File: src/rtl/cct_frame_packer.sv
// Packs sampled bytes into fixed-length frames and queues them for a valid/ready sink.
// Define CCT_FRAME_PACKER_CHECK_EN to store and present an XOR check byte per frame.
module cct_frame_packer #(
    parameter int BYTES_PER_FRAME = 4,
    parameter int FIFO_DEPTH      = 2
) (
    input  logic                         clk,
    input  logic                         reset_n,
    input  logic                         clear,
    input  logic [7:0]                   in_data,
    input  logic                         in_valid,
    output logic [8*BYTES_PER_FRAME-1:0] out_frame,
    output logic [7:0]                   out_check,
    output logic                         out_valid,
    input  logic                         out_ready,
    output logic                         overflow,
    output logic [7:0]                   frame_count
);

    localparam int FRAME_W = 8 * BYTES_PER_FRAME;
    localparam int IDX_W   = $clog2(BYTES_PER_FRAME);
    localparam int PTR_W   = (FIFO_DEPTH > 1) ? $clog2(FIFO_DEPTH) : 1;
    localparam int OCC_W   = $clog2(FIFO_DEPTH + 1);
    localparam logic [IDX_W-1:0] LAST_IDX = IDX_W'(BYTES_PER_FRAME - 1);

    logic [IDX_W-1:0]   idx;
    logic [FRAME_W-1:0] asm_frame;
    logic [FRAME_W-1:0] frame_next;
    logic [FRAME_W-1:0] frame_mem [FIFO_DEPTH];
    logic [PTR_W-1:0]   rd_ptr;
    logic [PTR_W-1:0]   wr_ptr;
    logic [OCC_W-1:0]   occ;
    logic               last_byte;
    logic               push;
    logic               pop;
    logic               accept;

    function automatic logic [PTR_W-1:0] ptr_inc(input logic [PTR_W-1:0] p);
        return (p == PTR_W'(FIFO_DEPTH - 1)) ? '0 : p + 1'b1;
    endfunction

    // Frame as it would look with the current byte dropped into its lane
    always_comb begin
        frame_next = asm_frame;
        for (int i = 0; i < BYTES_PER_FRAME; i++) begin
            if (idx == IDX_W'(i)) frame_next[8*i +: 8] = in_data;
        end
    end

    assign last_byte = (idx == LAST_IDX);
    assign push      = in_valid && last_byte;
    assign pop       = out_valid && out_ready;
    assign accept    = push && ((occ < OCC_W'(FIFO_DEPTH)) || pop);

    assign out_valid = (occ != '0);
    assign out_frame = frame_mem[rd_ptr];

`ifdef CCT_FRAME_PACKER_CHECK_EN
    logic [7:0] xor_run;
    logic [7:0] xor_next;
    logic [7:0] chk_mem [FIFO_DEPTH];

    // Running XOR restarts on the first byte of each frame
    assign xor_next  = ((idx == '0) ? 8'h00 : xor_run) ^ in_data;
    assign out_check = chk_mem[rd_ptr];

    always_ff @(posedge clk or negedge reset_n) begin
        if (!reset_n) begin
            xor_run <= 8'h00;
            for (int i = 0; i < FIFO_DEPTH; i++) chk_mem[i] <= 8'h00;
        end else if (clear) begin
            xor_run <= 8'h00;
            for (int i = 0; i < FIFO_DEPTH; i++) chk_mem[i] <= 8'h00;
        end else begin
            if (in_valid) xor_run <= xor_next;
            if (accept) chk_mem[wr_ptr] <= xor_next;
        end
    end
`else
    assign out_check = 8'h00;
`endif

    always_ff @(posedge clk or negedge reset_n) begin
        if (!reset_n) begin
            idx         <= '0;
            asm_frame   <= '0;
            rd_ptr      <= '0;
            wr_ptr      <= '0;
            occ         <= '0;
            overflow    <= 1'b0;
            frame_count <= 8'h00;
            for (int i = 0; i < FIFO_DEPTH; i++) frame_mem[i] <= '0;
        end else if (clear) begin
            idx         <= '0;
            asm_frame   <= '0;
            rd_ptr      <= '0;
            wr_ptr      <= '0;
            occ         <= '0;
            overflow    <= 1'b0;
            frame_count <= 8'h00;
            for (int i = 0; i < FIFO_DEPTH; i++) frame_mem[i] <= '0;
        end else begin
            if (in_valid) begin
                asm_frame <= frame_next;
                idx       <= last_byte ? '0 : idx + 1'b1;
            end
            if (accept) begin
                frame_mem[wr_ptr] <= frame_next;
                wr_ptr            <= ptr_inc(wr_ptr);
                frame_count       <= frame_count + 8'd1;
            end
            // A completed frame with nowhere to go is dropped and flagged
            if (push && !accept) overflow <= 1'b1;
            if (pop) rd_ptr <= ptr_inc(rd_ptr);
            if (accept && !pop)      occ <= occ + 1'b1;
            else if (pop && !accept) occ <= occ - 1'b1;
        end
    end

endmodule
File: config.mk
export PLATFORM = sky130hd
export DESIGN_NAME = cct_frame_packer
export DESIGN_NICKNAME = d
export VERILOG_FILES = /design/src/rtl/cct_frame_packer.sv
export SDC_FILE = /design/constraint.sdc
export NUM_CORES = 1
export LEC_CHECK = 0
export CAP_MARGIN = 20
export CORE_ASPECT_RATIO = 2
export CORE_MARGIN = 2
export CORE_UTILIZATION = 51
export DETAILED_ROUTE_END_ITERATION = 16
export PLACE_DENSITY = 0.78
export SYNTH_ARGS = -nofsm -noshare
export SYNTH_HDL_FRONTEND = slang
export SYNTH_SLANG_ARGS = --single-unit
File: constraint.sdc
create_clock -name clk -period 1.85 [get_ports clk]
set_input_delay 0.2775 -clock clk [delete_from_list [all_inputs] [get_ports clk]]
set_output_delay 0.2775 -clock clk [all_outputs]
set_load 0.01 [all_outputs]
==> results of run 1 <==
[power by group]
part | total [W] | leakage (nW) | internal [W] | switching [W]
registers | 0.00248 | 1.54 | 0.00246 | 0.0000223
clock network | 0.00184 | 0.139 | 0.000958 | 0.000886
logic | 0.000490 | 1.10 | 0.000173 | 0.000317
total | 0.00481 | 2.78 | 0.00359 | 0.00123
[final cells by class]
| type | instances | area [sq um] |
|---|---|---|
| fillers | 849 | 3990 |
| clock inverters | 6 | 43.8 |
| well taps | 137 | 171 |
| repair buffers | 83 | 781 |
| multi-input cells | 303 | 2390 |
| inverters | 4 | 15.0 |
| flip-flops and latches | 111 | 2780 |
| clock buffers | 10 | 239 |
[cell families (layout without fill, tap and decap cells)]
group	after synthesis	count (layout)	share of synthesized area, %
AO/OA/AOI/OAI	113	113	18.7
flip-flops	111	111	51.2
AND/OR/NAND/NOR	105	105	9.33
multiplexers	70	70	13.8
buffers and inverters	58	103	5.53
adder cells (fa/ha/maj)	5	5	1.15
XOR/XNOR	2	2	0.323
other	1	8	0.0691
[layer usage]
layer / global-route usage, % / up-vias / share of wire [%]
li1: - / 1749 / -
met1: 25.4 / 1932 / 38
met2: 42.4 / 94 / 57
met3: 3.26 / 17 / 3.5
met4: 8.73 / 0 / 1.6
met5: 0 / - / 0
[sequential cells by signal, summed over array words and instances (netlist names)]
signal and flops:
rd_ptr 1, idx 2, frame_count 8, asm_frame 32, frame_mem 64, overflow 1, occ 2, wr_ptr 1
[repair_timing]
item / 4_1_cts / 5_1_grt
setup buffers: 2 / 0
cloned: 1 / 0
hold endpoints to repair: 66 / 0
endpoints found under the setup margin: 33 / 29
hold buffers: 1 / 0
pin swaps: 0 / 0
resized for setup: 102 / 22
[stage by stage]
step	std cells	util, %
3_5_place_dp	635	59.3
6_report	654	61.7
5_1_grt	654	61.7
2_1_floorplan	472	-
3_3_place_gp	635	59.3
4_1_cts	655	62.9
[synthesized netlist by cell type, drive strengths merged, types with 4 or more instances]
| master | number | area, sq um |
|---|---|---|
| o2bb2ai | 64 | 748 |
| mux2 | 37 | 417 |
| clkbuf | 20 | 75.1 |
| o21ai | 6 | 30.0 |
| ha | 5 | 62.6 |
| a21oi | 38 | 190 |
| nor2 | 9 | 33.8 |
| mux2i | 33 | 330 |
| nand3 | 26 | 130 |
| nor2b | 8 | 57.6 |
| inv | 4 | 15.0 |
| nand2 | 47 | 179 |
| dfrtp | 111 | 2780 |
| buf | 34 | 210 |
[worst paths after layout]
check	end	from	slack, ns
worst max-delay path	out_frame[1]	rd_ptr	0.03
worst min register to register	frame_mem[9]	frame_mem[9]	0.49
worst max register to register	frame_mem[42]	idx[0]	0.11
min in group clk	asm_frame[0]	clear	0.42
worst min-delay path	frame_count[6]	reset_n	0.27
max in group asynchronous	frame_mem[47]	reset_n	1.03
==> reports/metrics.cfg, run 1 <==
[synthesis]
ys_seq_area_share_pct = 51.2
yosys.cell_types.count = 39
syn_area_sq_um = 5430
synth_ff_type = dfrtp_1
avgSynthCellArea_sq_um = 11.7
async_flop_share_pct = 100
ys_ff_latch = 111
synth-edff-count = 0
syn_inst = 465
yosysWarnings = 0

[die]
io_pins = 63
dieArea_sq_um = 11500
die_x_microns = 77.0
initial_core_util_pct = 52.1
core-area_sq_um = 10400
chipHeight_microns = 150
num_rows = 53

[drt]
drt_iter0_drc = 320
first_pass_iters = 4
drt-total-wl_mm = 12.5
via_per_inst = 5.80
route.vias.total = 3792
remaining_drc_errors = 0
final_antenna_net_count = 0
wl_per_cell_microns = 19.1

[layout]
final_common_cell = dfrtp_1
antenna-diode-count = 0
layout-drive-gt1-share_pct = 29.0
syn2layout_area_growth_pct = 18.2
final_area_sq_um = 6420
nets = 530
layout_common_cells = dfrtp_1 (109), nand2_1 (46), a21oi_1 (38), mux2_2 (35), o2bb2ai_1 (34)

[power]
peakVddDrop_v = 0.000490
power_density_nw_per_um2 = 750
p_leak_nw = 2.78
power.total_w = 0.00481

[clock_tree]
cts.sinks = 111
insertion_delay_ns = 0.35
cts_tree = built
clk_pin_slew_ns = 0.07
ctsHtreeMaxLevel = 3
clockBufferDepth = 2
root_buffer = clkbuf_16
cts_made_buffers = 9

[worst_setup_path]
path_cells = buf_12, buf_6, mux2_2, clkdlybuf4s15_1
required_ns = 1.57
cp-end-kind = output port
critPathArrivalTime_ns = 1.54
slowest_stage = dfrtp_2
path_class = reg -> out
critPathMaxStageDelay_ns = 0.39
cp.depth = 4
crit_family = buffers and inverters
cp_max_fo = 6
crit_buf_inv = 3
startpoint_type = register
reg2reg_depth = 5

[sta]
max_freq_mhz = 550
finalSetupTns_ns = 0
fin_worst_skew_ns = 0.00649
hold_viol_final = 0
setup_ws_ns = 0.0321
finalSetupViolCount = 0
layout_worst_path_cycle_share_pct = 98.3
period_needed_ns = 1.82
timing.hold.ws_ns = 0.269
rsz0062_at_grt = false
slew_viol_final = 0

[run_status]
status = completed

[global_route]
grt_max_degree = 67
antenna_found_initial = 0
first_global_vias = 3968
grt.overflow.total = 0
grt_use_total_pct = 22.6
grt_pass1_wl_mm = 20.4

[flow_run]
max_cap_violations = 0

[hold_path]
hold_path.class = in -> async

[place]
hpwl_mm = 8.60
place_area_sq_um = 6170
routabilityCongestion = 0.817
io_buffers = 54
place_worst_setup_slack_ns = -0.129

Power figures use the tool's default switching activity.
==> inputs of run 2 (changes only) <==
--- a/config.mk
+++ b/config.mk
@@ -8,9 +8,9 @@
 export CAP_MARGIN = 20
 export CORE_ASPECT_RATIO = 2
 export CORE_MARGIN = 2
-export CORE_UTILIZATION = 51
+export CORE_UTILIZATION = 55
 export DETAILED_ROUTE_END_ITERATION = 16
-export PLACE_DENSITY = 0.78
+export PLACE_DENSITY = 0.8
 export SYNTH_ARGS = -nofsm -noshare
 export SYNTH_HDL_FRONTEND = slang
 export SYNTH_SLANG_ARGS = --single-unit
==> constraint.sdc (replaced) <==
create_clock -name clk -period 2.19 [get_ports clk]
set_input_delay 0.3285 -clock clk [delete_from_list [all_inputs] [get_ports clk]]
set_output_delay 0.3285 -clock clk [all_outputs]
set_load 0.01 [all_outputs]
==> reports/metrics.cfg, run 2 (synthesized netlist as in run 1, its figures left out) <==
[sta]
layout_worst_path_cycle_share_pct = 97.6
period_needed_ns = 2.14
slew_viol_final = 0  ; unchanged
hold_viol_final = 0  ; unchanged
finalSetupTns_ns = 0  ; unchanged
max_freq_mhz = 468
rsz0062_at_grt = true
finalSetupViolCount = 0  ; unchanged
fin_worst_skew_ns = 0.00910  ; +0.00261 ns

[worst_setup_path]
startpoint_type = register
reg2reg_depth = 5  ; unchanged
critPathArrivalTime_ns = 1.81  ; +0.27 ns
reg2reg_slack_ns = 0.31  ; +0.20 ns
reg2reg_from = idx[0]
cp-end-kind = output port
crit_start = rd_ptr
cp_max_fo = 19  ; +13
required_ns = 1.86  ; +0.29 ns
path_class = reg -> out

[drt]
via_per_inst = 5.94  ; +2.4%
wl_per_cell_microns = 19.1  ; about the same
drt-total-wl_mm = 12.3  ; -1.9%
remaining_drc_errors = 0  ; unchanged
final_antenna_net_count = 0  ; unchanged
drt_iter0_drc = 338  ; +5.6%
first_pass_iters = 4  ; unchanged
route.vias.total = 3805  ; +0.34%

[run_status]
status = completed

[global_route]
grt_max_degree = 50  ; -25%
first_global_vias = 3860  ; -2.7%
grt_use_total_pct = 25.0  ; +2.5 points
antenna_found_initial = 0  ; unchanged
grt.overflow.total = 0  ; unchanged
grt_pass1_wl_mm = 20.3  ; -0.37%

[clock_tree]
cts.sinks = 111  ; unchanged
clockBufferDepth = 2  ; unchanged
insertion_delay_ns = 0.35  ; about the same
ctsHtreeMaxLevel = 3  ; unchanged
root_buffer = clkbuf_16
cts_tree = built
clk_pin_slew_ns = 0.07  ; about the same
cts_made_buffers = 9  ; unchanged
postCtsSetupBuffers = 0  ; -2

[layout]
largest-register = frame_mem
nets = 523  ; -1.3%
multiInputGateArea_sq_um = 2380  ; -0.42%
utilization_pct = 65.9  ; +4.2 points
nFillCells = 759  ; -11%
seq_area_sq_um = 2780  ; about the same
syn2layout_area_growth_pct = 17.7
largest_reg_flops = 64  ; unchanged
antenna-diode-count = 0  ; unchanged
layout-drive-gt1-share_pct = 21.4  ; -7.6 points
layout_common_cells = dfrtp_1 (111), clkdlybuf4s50_1 (52), nand2_1 (46), a21oi_1 (38), mux2_2 (36)
final_common_cell = dfrtp_1
reg_top3 = frame_mem (64), asm_frame (32), frame_count (8)

[die]
initial_core_util_pct = 56.0  ; +3.8 points
dieArea_sq_um = 10700  ; -7.0%
die_x_microns = 74.3  ; -3.5%
io_pins = 63  ; unchanged
chipHeight_microns = 145  ; -3.6%
core-area_sq_um = 9700  ; -6.8%
num_rows = 51  ; -3.8%

[power]
p_seq_share_pct = 50.6  ; -0.9 points
p_sw_w = 0.000993  ; -19%
p_leak_nw = 2.67  ; -4.0%
p_comb_share_pct = 9.5  ; -0.7 points
clkPwrFrac_pct = 39.9  ; +1.6 points
power_density_nw_per_um2 = 648  ; -14%
switching_share_pct = 24.0  ; -1.5 points
peakVddDrop_v = 0.000432  ; -12%
p_int_w = 0.00315  ; -12%

[place]
routabilityCongestion = 0.791  ; -3.1%
io_buffers = 54  ; unchanged
hpwl_mm = 8.12  ; -5.6%

[flow_run]
max_cap_violations = 0  ; unchanged

[hold_path]
hold_path.class = in -> async

run 2: stage by stage:
step	total power, W	hold slack (ns)	setup WS (ns)	cell area [sq um]	cells
3_3_place_gp	0.00251	0.286	0.228	6080	625
6_report	0.00414	0.464	0.0524	6390	641
2_1_floorplan	0.00238	0.0329	0.457	5460	472
3_5_place_dp	0.00252	0.293	0.126	6080	625
5_1_grt	0.00429	0.492	-0.0158	6390	641
4_1_cts	0.00417	0.467	0.0412	6390	641
run 2: path summary, 6_finish.rpt:
kind | endpoint
min in group clk | frame_mem[4]
worst max-delay path | out_frame[19]
worst min-delay path | frame_count[3]
worst max register to register | frame_mem[49]
worst min register to register | frame_mem[4]
max in group asynchronous | asm_frame[22]
run 2: what timing repair did:
action,in CTS,in global routing
endpoints found under the setup margin,4,7
endpoints found under the hold margin,28,0
resized for setup,1,0
hold buffers,1,0
cloned,0,0
run 2: layout make-up:
| class | instances | area share (%) |
|---|---|---|
| Clock buffer | 12 | 4.01 |
| Clock inverter | 3 | 0.666 |
| Inverter | 4 | 0.235 |
| Multi-Input combinational cell | 303 | 37.2 |
| Sequential cell | 111 | 43.5 |
| Tap cell | 132 | 2.58 |
| Timing Repair Buffer | 76 | 11.8 |
run 2: power groups by stage:
stage / combinational [W] / clock, W / sequential, W
after global routing: 0.000427 / 0.00176 / 0.00210
after floorplan: 0.000250 / 0 / 0.00213
after detailed placement: 0.000389 / 0 / 0.00214
after CTS: 0.000393 / 0.00168 / 0.00210
final: 0.000392 / 0.00165 / 0.00210
after global placement: 0.000377 / 0 / 0.00213
run 2: routing by layer:
layer | part of all wire [%] | vias up | GRT usage, %
met5 | 0 | - | 0
met4 | 2.4 | 0 | 10.1
met3 | 3.8 | 20 | 4.95
met2 | 53 | 85 | 41.5
met1 | 40 | 1960 | 31.7
li1 | - | 1740 | -
run 2: critical path, cell delays in order (launching register included):
cell and delay (ns):
dfrtp_1 0.37, buf_6 0.23, mux2_2 0.36, clkdlybuf4s50_1 0.50
==> inputs of run 3 (changes only) <==
--- a/config.mk
+++ b/config.mk
@@ -9,8 +9,10 @@
 export CORE_ASPECT_RATIO = 2
 export CORE_MARGIN = 2
 export CORE_UTILIZATION = 55
+export CTS_CLUSTER_SIZE = 25
 export DETAILED_ROUTE_END_ITERATION = 16
-export PLACE_DENSITY = 0.8
+export DONT_BUFFER_PORTS = 1
+export PLACE_DENSITY = 0.71
 export SYNTH_ARGS = -nofsm -noshare
 export SYNTH_HDL_FRONTEND = slang
 export SYNTH_SLANG_ARGS = --single-unit
==> reports/metrics.cfg, run 3 (synthesized netlist as in run 1, its figures left out) <==
[run_status]
status = finished, violations left
violations = negative hold slack

[clock_tree]
cts_made_buffers = 9  ; unchanged
ctsHtreeMaxLevel = 3  ; unchanged
root_buffer = clkbuf_16
insertion_delay_ns = 0.34  ; about the same
cts_resized = 0  ; -1
clockBufferDepth = 2  ; unchanged
cts_tree = built
clk_pin_slew_ns = 0.07  ; about the same
postCtsSetupBuffers = 0  ; unchanged
cts.sinks = 111  ; unchanged

[power]
p_leak_nw = 2.43  ; -8.9%
power_density_nw_per_um2 = 718  ; +11%
p_comb_share_pct = 6.2  ; -3.3 points
clkPwrFrac_pct = 43.1  ; +3.2 points
switching_share_pct = 21.3  ; -2.7 points
p_seq_share_pct = 50.7  ; about the same
peakVddDrop_v = 0.000531  ; +23%
p_sw_w = 0.000878  ; -12%
p_int_w = 0.00325  ; +3.4%

[place]
hpwl_mm = 7.60  ; -6.4%
routabilityCongestion = 0.780  ; -1.5%
io_buffers = 0  ; -100%

[sta]
timing.hold.ws_ns = -0.321  ; -0.785 ns
finalSetupViolCount = 0  ; unchanged
hold_viol_final = 111  ; +111
finalSetupTns_ns = 0  ; unchanged
layout_worst_path_cycle_share_pct = 91.8  ; -5.8 points
fin_worst_skew_ns = 0.00552  ; -0.00358 ns
rsz0062_at_grt = false
maxSlewHeadroom_pct = 28.6
slew_viol_final = 0  ; unchanged
tightest_slew_ns = 1.07
period_needed_ns = 2.01  ; -0.128 ns
max_freq_mhz = 498  ; +6.4%

[worst_setup_path]
reg2reg_depth = 3  ; -2
startpoint_type = register
required_ns = 2.45  ; +0.59 ns
cp_max_fo = 32  ; +13
critPathArrivalTime_ns = 2.27  ; +0.46 ns
reg2reg_from = occ[1]
timing.rr.end = frame_mem[33]
cp-end-kind = register
crit_start = occ[1]
reg2reg_slack_ns = 0.18  ; -0.13 ns
path_class = reg -> reg

[die]
core-area_sq_um = 9700  ; unchanged
num_rows = 51  ; unchanged
io_pins = 63  ; unchanged
initial_core_util_pct = 56.0  ; unchanged
die_x_microns = 74.3  ; unchanged
dieArea_sq_um = 10700  ; unchanged
chipHeight_microns = 145  ; unchanged

[drt]
wl_per_cell_microns = 20.2  ; +5.7%
route.vias.total = 3483  ; -8.5%
remaining_drc_errors = 0  ; unchanged
first_pass_iters = 4  ; unchanged
drt-total-wl_mm = 11.7  ; -4.9%
drt_iter0_drc = 264  ; -22%
final_antenna_net_count = 0  ; unchanged
via_per_inst = 6.04  ; +1.7%

[global_route]
antenna_found_initial = 0  ; unchanged
grt_use_total_pct = 23.8  ; -1.3 points
first_global_vias = 3631  ; -5.9%
grt.overflow.total = 0  ; unchanged
grt_pass1_wl_mm = 19.2  ; -5.7%
grt_max_degree = 112  ; +120%

[layout]
largest_reg_flops = 64  ; unchanged
nFillCells = 830  ; +9.4%
nets = 459  ; -12%
antenna-diode-count = 0  ; unchanged
utilization_pct = 59.4  ; -6.5 points
syn2layout_area_growth_pct = 6.06
largest-register = frame_mem
layout_common_cells = dfrtp_1 (111), nand2_1 (46), a21oi_1 (38), mux2_2 (36), o2bb2ai_1 (34)
reg_top3 = frame_mem (64), asm_frame (32), frame_count (8)
final_common_cell = dfrtp_1
layout-drive-gt1-share_pct = 22.2  ; +0.83 points

[hold_path]
hold_path.class = in -> async

[flow_run]
max_cap_violations = 0  ; unchanged

[run 3: changes by cell type in the layout (fill, tap and decap cells not counted), sizes merged]
cell,change
buf,-11
bufinv,+1
clkdlybuf4s50,-52
clkinvlp,-1
dlygate4sd3,-1
[run 3: worst max-delay path by stage]
| stage | end | slack, ns | cells past startpoint |
|---|---|---|---|
| after CTS | frame_mem[33] | 0.15 | 3 |
| after global routing | frame_mem[32] | 0.05 | 3 |
| after global placement | frame_mem[32] | 0.29 | 3 |
| final | frame_mem[33] | 0.18 | 3 |
| after floorplan | frame_count[4] | 0.46 | 6 |
| after detailed placement | frame_mem[33] | 0.16 | 3 |
[run 3: power groups by stage]
stage | Clock, W | Combinational [W] | Sequential [W]
after floorplan | 0 | 0.000250 | 0.00213
after global placement | 0 | 0.000249 | 0.00213
after detailed placement | 0 | 0.000255 | 0.00214
after CTS | 0.00181 | 0.000256 | 0.00210
after global routing | 0.00190 | 0.000279 | 0.00210
final | 0.00178 | 0.000256 | 0.00210
[run 3: worst max-delay path, cell delays in order, from the launching register on]
cell	delay (ns)
dfrtp_1	0.45
nor2b_4	0.35
o31a_2	0.91
o2bb2ai_1	0.20
[run 3: cell type report]
type	instances	area, sq um	share of cell area (%)
multi-input combinational	303	2380	41.3
inverter	4	15.0	0.261
clock buffer	12	267	4.63
timing repair buffer	12	90.1	1.56
clock inverter	3	65.1	1.13
tap	132	165	2.87
sequential	111	2780	48.2
[run 3: routing by layer]
metal  track usage [%]  vias up  wire [microns]  share of wire (%)
met2              41.0       83            6220                 53
met4              11.8        0             439                3.8
met1              27.6     1766            4560                 39
met5                 0        -               0                  0
met3              4.32       29             449                3.8
li1                  -     1605               -                  -
[run 3: stage by stage]
step                      std cells  total power (W)  setup slack (ns)  area, sq um
after floorplan                 472          0.00238             0.457         5460
after global placement          562          0.00238             0.294         5430
after detailed placement        562          0.00239             0.164         5430
after CTS                       577          0.00416             0.155         5760
after global routing            577          0.00428            0.0467         5760
final                           577          0.00413             0.180         5760
